File: config.mk
export PLATFORM = sky130hd
export DESIGN_NAME = pipe_hazard_ctrl
export DESIGN_NICKNAME = d
export VERILOG_FILES = /design/src/rtl/pipe_hazard_ctrl.sv
export SDC_FILE = /design/constraint.sdc
export NUM_CORES = 1
export LEC_CHECK = 0
export ABC_AREA = 1
export CORE_ASPECT_RATIO = 0.75
export CORE_UTILIZATION = 51
export CTS_CLUSTER_SIZE = 25
export DETAILED_ROUTE_END_ITERATION = 10
export MAX_ROUTING_LAYER = met4
export PLACE_DENSITY = 0.78
export SLEW_MARGIN = 20
export SYNTH_ARGS = -nofsm -noshare
export SYNTH_HDL_FRONTEND = slang
export SYNTH_SLANG_ARGS = --single-unit
File: constraint.sdc
create_clock -name clk_i -period 1.98 [get_ports clk_i]
set_clock_uncertainty 0.15 [all_clocks]
set_input_delay 0.396 -clock clk_i [delete_from_list [all_inputs] [get_ports clk_i]]
set_output_delay 0.396 -clock clk_i [all_outputs]
set_load 0.02 [all_outputs]
File: src/rtl/pipe_hazard_ctrl.sv
// Hazard and forwarding controller for an in-order pipeline with DEPTH tracked post-ID stages.
// Produces EX forward selects, load-use stalls, the IF/ID flush and a saturating stall counter.
module pipe_hazard_ctrl #(
  parameter int REG_AW     = 5,
  parameter int DEPTH      = 3,
  parameter int LOAD_STAGE = 2,
  parameter int FWD_W      = 2,
  parameter int CNT_W      = 16
) (
  input  logic              clk_i,
  input  logic              rst_i,
  input  logic              id_valid_i,
  input  logic [REG_AW-1:0] id_rs1_i,
  input  logic [REG_AW-1:0] id_rs2_i,
  input  logic              id_rs1_used_i,
  input  logic              id_rs2_used_i,
  input  logic [REG_AW-1:0] id_rd_i,
  input  logic              id_regwrite_i,
  input  logic              id_memread_i,
  input  logic              branch_taken_i,
  output logic [FWD_W-1:0]  ex_rs1_fwd_o,
  output logic [FWD_W-1:0]  ex_rs2_fwd_o,
  output logic              stall_o,
  output logic              pc_write_o,
  output logic              ifid_write_o,
  output logic              ifid_flush_o,
  output logic              idex_bubble_o,
  output logic [CNT_W-1:0]  stall_cnt_o
);

  logic [DEPTH-1:0]  vld_q, vld_d, wr_q, wr_d, ld_q, ld_d;
  logic [REG_AW-1:0] rd_q [DEPTH];
  logic [REG_AW-1:0] rd_d [DEPTH];
  logic [REG_AW-1:0] ex_rs1_q, ex_rs1_d, ex_rs2_q, ex_rs2_d;
  logic              ex_rs1_used_q, ex_rs1_used_d, ex_rs2_used_q, ex_rs2_used_d;
  logic [CNT_W-1:0]  stall_cnt_q, stall_cnt_d;

  logic [DEPTH-1:0]  prod_ok, id1_hit, id2_hit, ex1_hit, ex2_hit, ld_hit;
  logic              stall;
  logic              advance;

  // Per-stage producer matching against the ID sources and the EX sources.
  for (genvar gi = 0; gi < DEPTH; gi++) begin : g_match
    assign prod_ok[gi] = vld_q[gi] & wr_q[gi] & (rd_q[gi] != '0);
    assign id1_hit[gi] = prod_ok[gi] & id_rs1_used_i & (rd_q[gi] == id_rs1_i);
    assign id2_hit[gi] = prod_ok[gi] & id_rs2_used_i & (rd_q[gi] == id_rs2_i);
    assign ex1_hit[gi] = prod_ok[gi] & ex_rs1_used_q & (rd_q[gi] == ex_rs1_q);
    assign ex2_hit[gi] = prod_ok[gi] & ex_rs2_used_q & (rd_q[gi] == ex_rs2_q);
    // A load is not yet forwardable while its data would arrive after the consumer's EX.
    assign ld_hit[gi]  = (gi + 1 < LOAD_STAGE) & ld_q[gi] & (id1_hit[gi] | id2_hit[gi]);
  end

  assign stall   = id_valid_i & (|ld_hit);
  assign advance = id_valid_i & ~stall;

  always_comb begin
    ex_rs1_fwd_o = '0;
    ex_rs2_fwd_o = '0;
    // Scan oldest to youngest so the youngest matching producer overwrites.
    for (int k = DEPTH - 1; k >= 1; k--) begin
      if (ex1_hit[k]) ex_rs1_fwd_o = FWD_W'(k);
      if (ex2_hit[k]) ex_rs2_fwd_o = FWD_W'(k);
    end
  end

  assign stall_o       = stall;
  assign pc_write_o    = ~stall;
  assign ifid_write_o  = ~stall;
  assign idex_bubble_o = stall;
  assign ifid_flush_o  = branch_taken_i & ~stall;
  assign stall_cnt_o   = stall_cnt_q;

  always_comb begin
    vld_d         = {vld_q[DEPTH-2:0], advance};
    wr_d          = {wr_q[DEPTH-2:0], advance & id_regwrite_i};
    ld_d          = {ld_q[DEPTH-2:0], advance & id_memread_i};
    rd_d[0]       = advance ? id_rd_i : '0;
    for (int k = 1; k < DEPTH; k++) rd_d[k] = rd_q[k-1];
    ex_rs1_d      = advance ? id_rs1_i : '0;
    ex_rs2_d      = advance ? id_rs2_i : '0;
    ex_rs1_used_d = advance & id_rs1_used_i;
    ex_rs2_used_d = advance & id_rs2_used_i;
    stall_cnt_d   = stall_cnt_q;
    if (stall && (stall_cnt_q != '1)) stall_cnt_d = stall_cnt_q + 1'b1;
  end

  always_ff @(posedge clk_i) begin
    if (rst_i) begin
      vld_q         <= '0;
      wr_q          <= '0;
      ld_q          <= '0;
      for (int k = 0; k < DEPTH; k++) rd_q[k] <= '0;
      ex_rs1_q      <= '0;
      ex_rs2_q      <= '0;
      ex_rs1_used_q <= 1'b0;
      ex_rs2_used_q <= 1'b0;
      stall_cnt_q   <= '0;
    end else begin
      vld_q         <= vld_d;
      wr_q          <= wr_d;
      ld_q          <= ld_d;
      for (int k = 0; k < DEPTH; k++) rd_q[k] <= rd_d[k];
      ex_rs1_q      <= ex_rs1_d;
      ex_rs2_q      <= ex_rs2_d;
      ex_rs1_used_q <= ex_rs1_used_d;
      ex_rs2_used_q <= ex_rs2_used_d;
      stall_cnt_q   <= stall_cnt_d;
    end
  end

endmodule

; ---- After elaboration in Yosys (flattened, before gate mapping)
; Memories as Yosys holds them, arrays and structs flattened.
; Cells that the tools add are included.
; W data, S select, Z words.
[word_totals]
ff_bits = 35
mem_bits_rw = 15
in_bits = 23
out_inout_bits = 25
word_cells = 65
mem_count = 1
[mem_list]
columns = memory, depth, word_bits, rd, rd_ports_with_merged_regs, write_ports, line
row1 = rd_q, 3, 5, 3, 0, 3, 32  ; logic [REG_AW-1:0] rd_q [DEPTH];
[op_classes]
n_addsub = 1
eq_ne = 7
mux = 11
bitwise_logic = 32
n_reduce_logical = 5
[ops]
columns = op, n
row1 = $eq A5 B5 Y1, 6
row2 = $and A1 B1 Y1, 26
row3 = $mux W5, 4
row4 = $add A16 B1 Y16 const B, 1
row5 = $ne A16 B16 Y1 const B, 1
row6 = $reduce_bool A5 Y1, 3
row7 = $mux W2, 4
row8 = $or A1 B1 Y1, 4
row9 = $mux W1, 3
row10 = $not A1 Y1, 2
row11 = $reduce_or A2 Y1, 1
row12 = $logic_and A1 B1 Y1, 1

; ---- Longest topological paths before layout
; Gate-level depths: netlist (run 1).
; An unclocked memory read counts as a cell.
[logic_depth]
word_depth = 12
depth_mapped = 11
mapped_depth_nobuf = 11

; ---- Worst setup path after synthesis (run 1)
; Ideal clock, no wire load.
[synth_timing]
path_kind = register to output
from = memory rd_q[1][0] (netlist: rd_q[0][5])
to = output port ex_rs1_fwd_o[1]
arrival_ns = 1.605
t_required_ns = 1.434
path_slack_ns = -0.171
path_stages_with_launch = 6
n_path_buf = 0
cell_sequence = dfxtp_1 inv_1 nand2_1 o211ai_1 nor4_1 nor2_1
[synth_rtl]
columns = element, line
row1 = "start, declared", 32
row2 = "end, declared", 21  ; output logic [FWD_W-1:0] ex_rs1_fwd_o,

==> flow_metrics.tcl, run 1 <==
set metrics [dict create \
    cp-start-kind "flip-flop" \
    top_usage_layer "met2" \
    end_kind "output port" \
    grt_use_total_pct 27.9 \
    syn-cell-area_um2 2440 \
    synth_cell_types 33 \
    cts_buffer_depth 2 \
    holdPathStages 2 \
    yosysTopAreaCellShare_pct 41.1 \
    min_from "vld_q[0]" \
    grtUsageMet1_pct 37.4 \
    syn_to_final_growth_pct 43.3 \
    slew-limit-headroom_pct 64.3 \
    synth_xor_area_share_pct 3.24 \
    globalplace.congestion 0.940 \
    drv_slew 0 \
    fin_crit_sh_pct 104 \
    crit_type "reg -> out" \
    wl_per_cell_um 12.4 \
    holdBufCountCts 0 \
    vdd_ir_drop_max_uv 349 \
    grt_pass1_vias 2270 \
    max_stage_delay_ns 0.39 \
    core_um2 4520 \
    worst_r2r_startpoint "stall_cnt_o[0]" \
    r2r.worst_path.cells 10 \
    clkSinkCount 50 \
    ios 48 \
    synth_seq_cells 50 \
    crit_required_ns 1.43 \
    synth_adder_area_share_pct 0.514 \
    synth_top_area_cell "dfxtp_1" \
    synth_simple_gate_area_share_pct 38.6 \
    first_pass_iters 4 \
    synth.area.mux_share_pct 0 \
    critPathSlowestCell "dfxtp_4" \
    crit_fanout 4 \
    path_cells "nor3_2 > nand3_1 > nand3_2 > nor4_4 > nor2_1 > buf_4" \
    via_per_inst 4.90 \
    portBuffers 47 \
    hold_viol 0 \
    syn-num-nets 389 \
    finalWorstSetupSlack_ns -0.0791 \
    fmax_ghz 0.486 \
    dieArea_um2 5060 \
    tightest_slew_ns 0.534 \
    yosys-top-cells-area "dfxtp_1 41%, nand2_1 13%, nor2_1 13%, inv_1 8.6%, nand4_1 2.6%" \
    synthFlopType "dfxtp_1" \
    final_nets 480 \
    clkLatencyLatePin_ns 0.30 \
    die_h_um 61.9 \
    yosysMostFrequentCell "nand2_1" \
    whs_endpoint "vld_q[1]" \
    power_leakage_nw 1.71 \
    synth_top_family_by_area "simple AND/OR/NAND/NOR gates" \
    finish.utilization_pct 77.3 \
    fp.dieW_um 81.8 \
    async_flop_share_pct 0 \
    dp_hpwl_um 4340 \
    drive_gt1_share_pct 26.3 \
    finalWirelength_um 6400 \
    overflow 0 \
    globalRouteMet3Util_pct 5.11 \
    ys_warn_count 0 \
    crit_arrival_ns 1.51 \
    avgSynthCellArea_um2 6.67 \
    htree_levels 2 \
    use_met2_pct 42.7 \
    grt_first_pass_wirelength_um 10200 \
    path_clk_slew_ns 0.09 \
    syn-instance-count 365 \
    antenna_left 0 \
    r2r-end "stall_cnt_o[2]" \
    hold_path.class "reg -> reg" \
    p_total_w 0.00198 \
    cts_buffers 5 \
    finish.instance_area_um2 3490 \
    root_buffer "clkbuf_8" \
    netlist_top_cells_count "87 x nand2_1, 83 x nor2_1, 56 x inv_1, 50 x dfxtp_1, 11 x nand3_1" \
    cts_tree "built" \
    status "complete, but fails checks" \
    antenna_found_initial 0 \
    dpl_cell_area_um2 3190 \
    violations "setup timing" \
    post-place-ws_ns -0.719 \
    crit_family "simple AND/OR/NAND/NOR gates" \
    vias 2518 \
    ys_seq_area_share_pct 41.1 \
    synth_compound_area_share_pct 5.19 \
    rows 21 \
    drt_iter0_drc 169 \
    synth_edf_count 0 \
    setup_violations 8 \
    n_antenna_cell 0 \
    power.density_nw_per_um2 567 \
    cp_num_buf_inv 1 \
    reg2reg_slack_ns 0.14 \
    rsz0062_at_grt "yes" \
    grt_max_degree 19 \
    drc 0 \
    drv_cap 0 \
    start_util_pct 53.9 \
    period_minus_slack_ns 2.06 \
]
-- area by class of cell --
cell class / instances / area (um^2)
multi-input combinational: 246 / 1250
sequential: 50 / 1030
fill: 325 / 1030
timing repair buffer: 91 / 798
inverter: 62 / 234
tap: 57 / 71.3
clock buffer: 5 / 68.8
clock inverter: 3 / 40.0
-- worst max path at each step --
stage | slack [ns] | startpoint | depth (start not counted) | end
5_1_grt | -0.21 | rd_q[0][2] | 10 | ifid_flush_o
3_3_place_gp | -0.67 | id_rs2_i[3] | 10 | idex_bubble_o
6_report | -0.08 | rd_q[0][7] | 6 | ex_rs1_fwd_o[1]
3_5_place_dp | -0.72 | id_rs2_i[3] | 10 | idex_bubble_o
4_1_cts | -0.09 | rd_q[0][0] | 10 | ifid_flush_o
2_1_floorplan | 0.09 | rd_q[0][5] | 5 | ex_rs1_fwd_o[1]
-- logic make-up after synthesis --
kind of cell | Yosys count
adders and majority gates | 1
xor gates and xnor gates | 9
DFF | 50
AOI/OAI and AO/OA | 22
buffers and inverters | 69
and+or+nand+nor | 214
-- per-layer routing --
layer	part of all wire, %	up-vias
li1	-	1293
met1	48	1132
met2	45	81
met3	5.7	12
met4	1.3	0
met5	0	-
-- tightest hold or removal path, cell delays in order (launching register included) --
cell and delay, ns:
dfxtp_1 0.32, inv_1 0.04, nor2_1 0.03
-- placed cells by master, fill, tap and decap left out, types with 2 or more instances in the layout --
master	synthesis	final
nor3_2	1	2
clkinv_2	1	3
dfxtp_4	0	4
nor2_1	83	77
inv_1	56	53
nand2_4	2	3
dfxtp_1	50	35
nand2_1	87	84
nor2_2	9	15
nand2_2	0	2
nand4_1	10	10
dlygate4sd2_1	0	12
dfxtp_2	0	11
o21ai_0	8	8
buf_2	2	2
nand3_1	11	9
inv_2	4	7
xor2_1	2	2
buf_6	1	4
a221oi_1	2	2
xnor2_1	7	6
dlymetal6s2s_1	0	5
clkdlybuf4s50_1	0	21
clkbuf_8	0	5
a21oi_1	8	7
buf_4	2	46
nand3_2	3	5
-- through the flow --
step | setup TNS [ns] | hold slack, ns | cells
final | -0.387 | 0.276 | 514
after global routing | -1.33 | 0.311 | 514
after CTS | -0.278 | 0.273 | 514
after detailed placement | -9.28 | 0.261 | 493
after global placement | -7.65 | 0.261 | 493
after floorplan | 0 | 0.253 | 365
-- sequential cells by signal, summed over array words and instances, names as in the netlist --
| signal | cells |
|---|---|
| stall_cnt_o | 16 |
| ex_rs2_q | 5 |
| wr_q | 3 |
| ld_q | 1 |
| rd_q | 15 |
| ex_rs1_used_q | 1 |
| vld_q | 3 |
| ex_rs1_q | 5 |
| ex_rs2_used_q | 1 |
-- power breakdown --
| part | internal (W) | switching, W | leakage (nW) |
|---|---|---|---|
| logic | 0.000117 | 0.000110 | 1.23 |
| registers | 0.00103 | 0.0000207 | 0.415 |
| clock network | 0.000372 | 0.000335 | 0.0579 |
-- timing repair --
action                     in CTS  in global routing
pin swaps                      19                 14
resized for setup              83                 24
setup endpoints to repair       9                 22
setup buffers                  13                  2
(Power assumes the default switching activity.)
==> run 2, diff against run 1 <==
- MAX_ROUTING_LAYER: met4 -> not set
==> run 2 against run 1 <==
- the run still ends with setup timing left
- critical path type unchanged
- via count is 5.2% higher
- sequential cell count is the same
- design area is 3.1% higher
==> flow_metrics.tcl, run 2 (same netlist as run 1, synthesis figures left out) <==
set metrics [dict create \
    drv_slew 0 \
    finalWirelength_um 7180 \
    worst_r2r_startpoint "rd_q[0][0]" \
    cts_buffer_depth 2 \
    path_clk_slew_ns 0.10 \
    whs_endpoint "wr_q[1]" \
    hold_viol 0 \
    min_from "wr_q[0]" \
    pwr-share-clk_pct 40.6 \
    end_kind "output port" \
    r2r-end "ex_rs1_q[2]" \
    clkSinkCount 50 \
    globalplace.congestion 0.931 \
    r2r.worst_path.cells 13 \
    finalWorstSetupSlack_ns -0.0919 \
    fmax_ghz 0.483 \
    antenna_left 0 \
    core_um2 4520 \
    power_frac_seq_pct 48.4 \
    intPower_w 0.00169 \
    die_h_um 61.9 \
    placedCellCount 494 \
    antenna_found_initial 0 \
    largest_register_ffs 16 \
    htree_levels 2 \
    final_nets 486 \
    clkLatencyLatePin_ns 0.30 \
    switchingPower_w 0.000482 \
    status "complete, but fails checks" \
    tightest_slew_ns 0.483 \
    final_common_cell "nand2_1" \
    reg2reg_slack_ns 0.02 \
    cts_buffers 5 \
    fp.dieW_um 81.8 \
    period_minus_slack_ns 2.07 \
    holdPathStages 2 \
    vdd_ir_drop_max_uv 414 \
    instances_no_fill 520 \
    final_cell_mix "84 x nand2_1, 76 x nor2_1, 53 x buf_4" \
    grt_use_total_pct 27.2 \
    crit_type "reg -> out" \
    vias 2649 \
    power.density_nw_per_um2 603 \
    rows 21 \
    drt_iter0_drc 232 \
    via_per_inst 5.09 \
    p_total_w 0.00217 \
    power_frac_comb_pct 11.1 \
    slew-limit-headroom_pct 67.8 \
    crit_arrival_ns 1.53 \
    p_sw_share_pct 22.2 \
    wl_per_cell_um 13.8 \
    drive_gt1_share_pct 29.6 \
    cts_tree "built" \
    power_leakage_nw 1.67 \
    rsz0062_at_grt "yes" \
    setup_violations 7 \
    crit_fanout 6 \
    grt_first_pass_wirelength_um 10100 \
    root_buffer "clkbuf_8" \
    start_util_pct 53.9 \
    violations "setup timing" \
    drv_cap 0 \
    dp_hpwl_um 4280 \
    holdBufCountCts 0 \
    overflow 0 \
    crit_required_ns 1.43 \
    finish.utilization_pct 79.7 \
    dieArea_um2 5060 \
    drc 0 \
    n_antenna_cell 0 \
    fin_crit_sh_pct 105 \
    ios 48 \
    syn_to_final_growth_pct 47.8 \
    portBuffers 47 \
    grt_max_degree 19 \
    first_pass_iters 4 \
    grt_pass1_vias 2159 \
    cp-start-kind "flip-flop" \
    hold_path.class "reg -> reg" \
]
==> run 2: stage by stage <==
| step | worst slack (ns) | setup TNS, ns | hold WS (ns) | area, um^2 |
|---|---|---|---|---|
| after floorplan | 0.0928 | 0 | 0.253 | 2440 |
| after global placement | -0.672 | -7.76 | 0.262 | 3190 |
| after detailed placement | -0.708 | -8.73 | 0.263 | 3190 |
| after CTS | -0.0697 | -0.172 | 0.276 | 3460 |
| after global routing | -0.172 | -1.88 | 0.302 | 3600 |
| final | -0.0919 | -0.377 | 0.278 | 3600 |
==> run 2: layout make-up <==
cell class                 count  area (um^2)
sequential                    50         1040
fill                         296          920
timing repair buffer          96          818
multi-input combinational    247         1280
clock buffer                   6         82.6
tap                           57         71.3
clock inverter                 2         60.1
inverter                      62          243
==> run 2: worst max-delay path, stage by stage, from the launching register on <==
cell and delay (ns):
dfxtp_2 0.35, inv_4 0.05, nand2_1 0.08, nand2_2 0.08, nor2_4 0.12, nand3_2 0.11, nand2_4 0.10, nand3_4 0.10
nand2_2 0.08, inv_2 0.03, buf_6 0.12
==> run 2: repair_timing <==
item / 4_1_cts / 5_1_grt
gates cloned: 0 / 1
setup buffers: 17 / 1
pin swaps: 17 / 19
resized for setup: 76 / 42
endpoints found under the setup margin: 9 / 44
==> run 2: metal layers <==
metal | GRT usage (%) | vias to the layer above | wire length (um)
li1 | - | 1310 | -
met1 | 37.6 | 1206 | 3170
met2 | 43.7 | 111 | 3380
met3 | 5.11 | 22 | 431
met4 | 8.27 | 0 | 204
met5 | 0 | - | 0
==> run 2: how the worst max path moves through the flow <==
stage                     start              end  slack, ns  depth (start not counted)
floorplan            rd_q[0][5]  ex_rs1_fwd_o[1]       0.09                          5
global placement    id_rs1_i[2]    idex_bubble_o      -0.67                         10
detailed placement  id_rs1_i[2]    idex_bubble_o      -0.71                         10
CTS                  rd_q[0][0]     ifid_flush_o      -0.07                         10
global route         rd_q[0][0]    idex_bubble_o      -0.17                          9
finish               rd_q[0][4]     ifid_flush_o      -0.09                         10
==> run 2: power groups by stage <==
| stage | clock [W] | combinational [W] | sequential (W) |
|---|---|---|---|
| finish | 0.000880 | 0.000241 | 0.00105 |
| detailed placement | 0 | 0.000201 | 0.00107 |
| global placement | 0 | 0.000198 | 0.00107 |
| floorplan | 0 | 0.000101 | 0.00106 |
| CTS | 0.000877 | 0.000212 | 0.00105 |
| global route | 0.000944 | 0.000262 | 0.00105 |
==> run 3, diff against run 2 <==
- CORE_MARGIN: not set -> 2
==> run 3 against run 2 <==
- the run still ends with setup timing left
- clock-buffer cell count is the same
- routed wire length fell by 12%
- combinational power down 6%
- non-clock buffer count fell by 7
- sequential share of layout area rose by 0.50 points
- maximum frequency increased by 1.1%
- critical path depth unchanged
- die area increased by 5.8%
- register-to-register slack improved by 0.09 ns
- first-iteration DRC count decreased by 39%
- critical path type unchanged
- critical endpoint unchanged
- largest cell class unchanged
- highest routed layer unchanged
==> flow_metrics.tcl, run 3 (same netlist as run 1, synthesis figures left out) <==
set metrics [dict create \
    status "complete, but fails checks" \
    violations "setup timing" \
    holdPathStages 2 \
    wl_met3_um 307 \
    rsz0062_at_grt "yes" \
    fill_cells 329 \
    power_leakage_nw 1.63 \
    setup_violations 7 \
    finalWorstSetupSlack_ns -0.0690 \
    drv_slew 0 \
    pwr-share-clk_pct 36.3 \
    drv_cap 0 \
    dp_hpwl_um 4560 \
    r2r.worst_path.cells 12 \
    wl_met2_um 2910 \
    cp-start-kind "flip-flop" \
    power_frac_seq_pct 52.3 \
    via_per_inst 4.88 \
    timing.setup.tns_ns -0.240 \
    grt_pass1_vias 2346 \
    hold_path.class "reg -> reg" \
    overflow 0 \
    path_cells "buf_6 > nand2_2 > nand2_1 > nor2_1 > nand3_2 > nand2_4 > nand3_4 > nand2_2 > inv_2 > buf_6" \
    intPower_w 0.00155 \
    cts_buffer_depth 2 \
    fmax_ghz 0.488 \
    rows 21 \
    p_sw_share_pct 22.6 \
    crit_arrival_ns 1.50 \
    vias 2499 \
    vdd_ir_drop_max_uv 470 \
    crit_type "reg -> out" \
    worst_r2r_startpoint "rd_q[0][2]" \
    syn_to_final_growth_pct 44.4 \
    clkSinkCount 50 \
    wl_per_cell_um 12.4 \
    critPathSlowestCell "dfxtp_2" \
    cts_tree "built" \
    ios 48 \
    hold_viol 0 \
    slew-limit-headroom_pct 65.7 \
    dieArea_um2 5350 \
    largest_register_ffs 16 \
    drt_iter0_drc 141 \
    grt_use_total_pct 24.1 \
    end_kind "output port" \
    r2r-end "ex_rs2_q[1]" \
    placedCellCount 497 \
    cts_buffers 5 \
    power_frac_comb_pct 11.3 \
    globalplace.congestion 0.921 \
    antenna_found_initial 0 \
    post-place-ws_ns -0.731 \
    max_stage_delay_ns 0.33 \
    switchingPower_w 0.000452 \
    htree_levels 2 \
    final_cell_mix "80 x nand2_1, 79 x nor2_1, 49 x inv_1" \
    final_common_cell "nand2_1" \
    grt_first_pass_wirelength_um 10300 \
    drc 0 \
    antenna_left 0 \
    holdBufCountCts 0 \
    p_total_w 0.00200 \
    start_util_pct 53.9 \
    instances_no_fill 512 \
    n_antenna_cell 0 \
    dpl_cell_area_um2 3220 \
    crit_required_ns 1.43 \
    crit_path_start "rd_q[0][2]" \
    finish.instance_area_um2 3520 \
    drive_gt1_share_pct 28.1 \
    whs_endpoint "vld_q[1]" \
    fp.dieW_um 83.8 \
    final_nets 479 \
    core_um2 4520 \
    period_minus_slack_ns 2.05 \
    path_clk_slew_ns 0.09 \
    power.density_nw_per_um2 568 \
    reg2reg_slack_ns 0.11 \
    fin_crit_sh_pct 103 \
    clkLatencyLatePin_ns 0.30 \
    grt_max_degree 20 \
    portBuffers 47 \
    finalWirelength_um 6350 \
    crit_fanout 6 \
    met1_length_um 3030 \
    tightest_slew_ns 0.515 \
    topRoutingLayerUsed "met4" \
    die_h_um 63.9 \
    min_from "vld_q[0]" \
    root_buffer "clkbuf_8" \
    first_pass_iters 5 \
]
run 3: cell types whose count changed in the layout (fill, tap and decap cells not counted), moves of 3 or more:
| cell | delta |
|---|---|
| dfxtp_1 | +3 |
| nor2_2 | -3 |
| buf_4 | -12 |
| nor2_1 | +3 |
| nand2_2 | +4 |
| buf_6 | +5 |
| nand2_1 | -4 |
| inv_2 | +4 |
run 3: worst max-delay path by stage:
stage	endpoint	slack [ns]	cells after the start
3_5_place_dp	idex_bubble_o	-0.73	10
3_3_place_gp	idex_bubble_o	-0.67	10
2_1_floorplan	ex_rs1_fwd_o[1]	0.09	5
4_1_cts	ifid_flush_o	-0.09	10
5_1_grt	ifid_flush_o	-0.16	10
6_report	ifid_flush_o	-0.07	10
run 3: per-layer routing:
metal	up-vias	GRT usage, %
li1	1292	-
met1	1112	32.5
met2	82	38.4
met3	13	4.52
met4	0	9.48
met5	-	0
run 3: worst max-delay path: cells and delay by family (launching register included):
kind	cells	cell delay, ns
and+or+nand+nor	7	0.61
DFF	1	0.33
buffers and inverters	3	0.27
run 3: power groups by stage:
stage          clock network [W]  registers [W]  logic [W]
3_5_place_dp                   0        0.00107   0.000205
4_1_cts                 0.000731        0.00105   0.000214
6_report                0.000726        0.00105   0.000227
5_1_grt                 0.000781        0.00105   0.000249
2_1_floorplan                  0        0.00106   0.000101
3_3_place_gp                   0        0.00107   0.000201
run 3: repair_timing:
item                       4_1_cts  5_1_grt
setup buffers                    5        2
gates resized for setup         90       29
cloned                           0        1
setup endpoints to repair        9       24
pin swaps                       22       20
run 3: through the flow:
stage	hold WS (ns)	util (%)
6_report	0.262	77.8
4_1_cts	0.267	75.4
3_3_place_gp	0.263	71.2
5_1_grt	0.294	77.8
2_1_floorplan	0.253	-
3_5_place_dp	0.263	71.2
run 3: area by class of cell:
class	instances	area, um^2	area share, %
inverter	62	238	6.76
clock buffer	6	82.6	2.35
timing repair buffer	89	785	22.3
multi-input combinational	247	1280	36.3
clock inverter	1	30.0	0.854
sequential	50	1030	29.4
tap	57	71.3	2.03
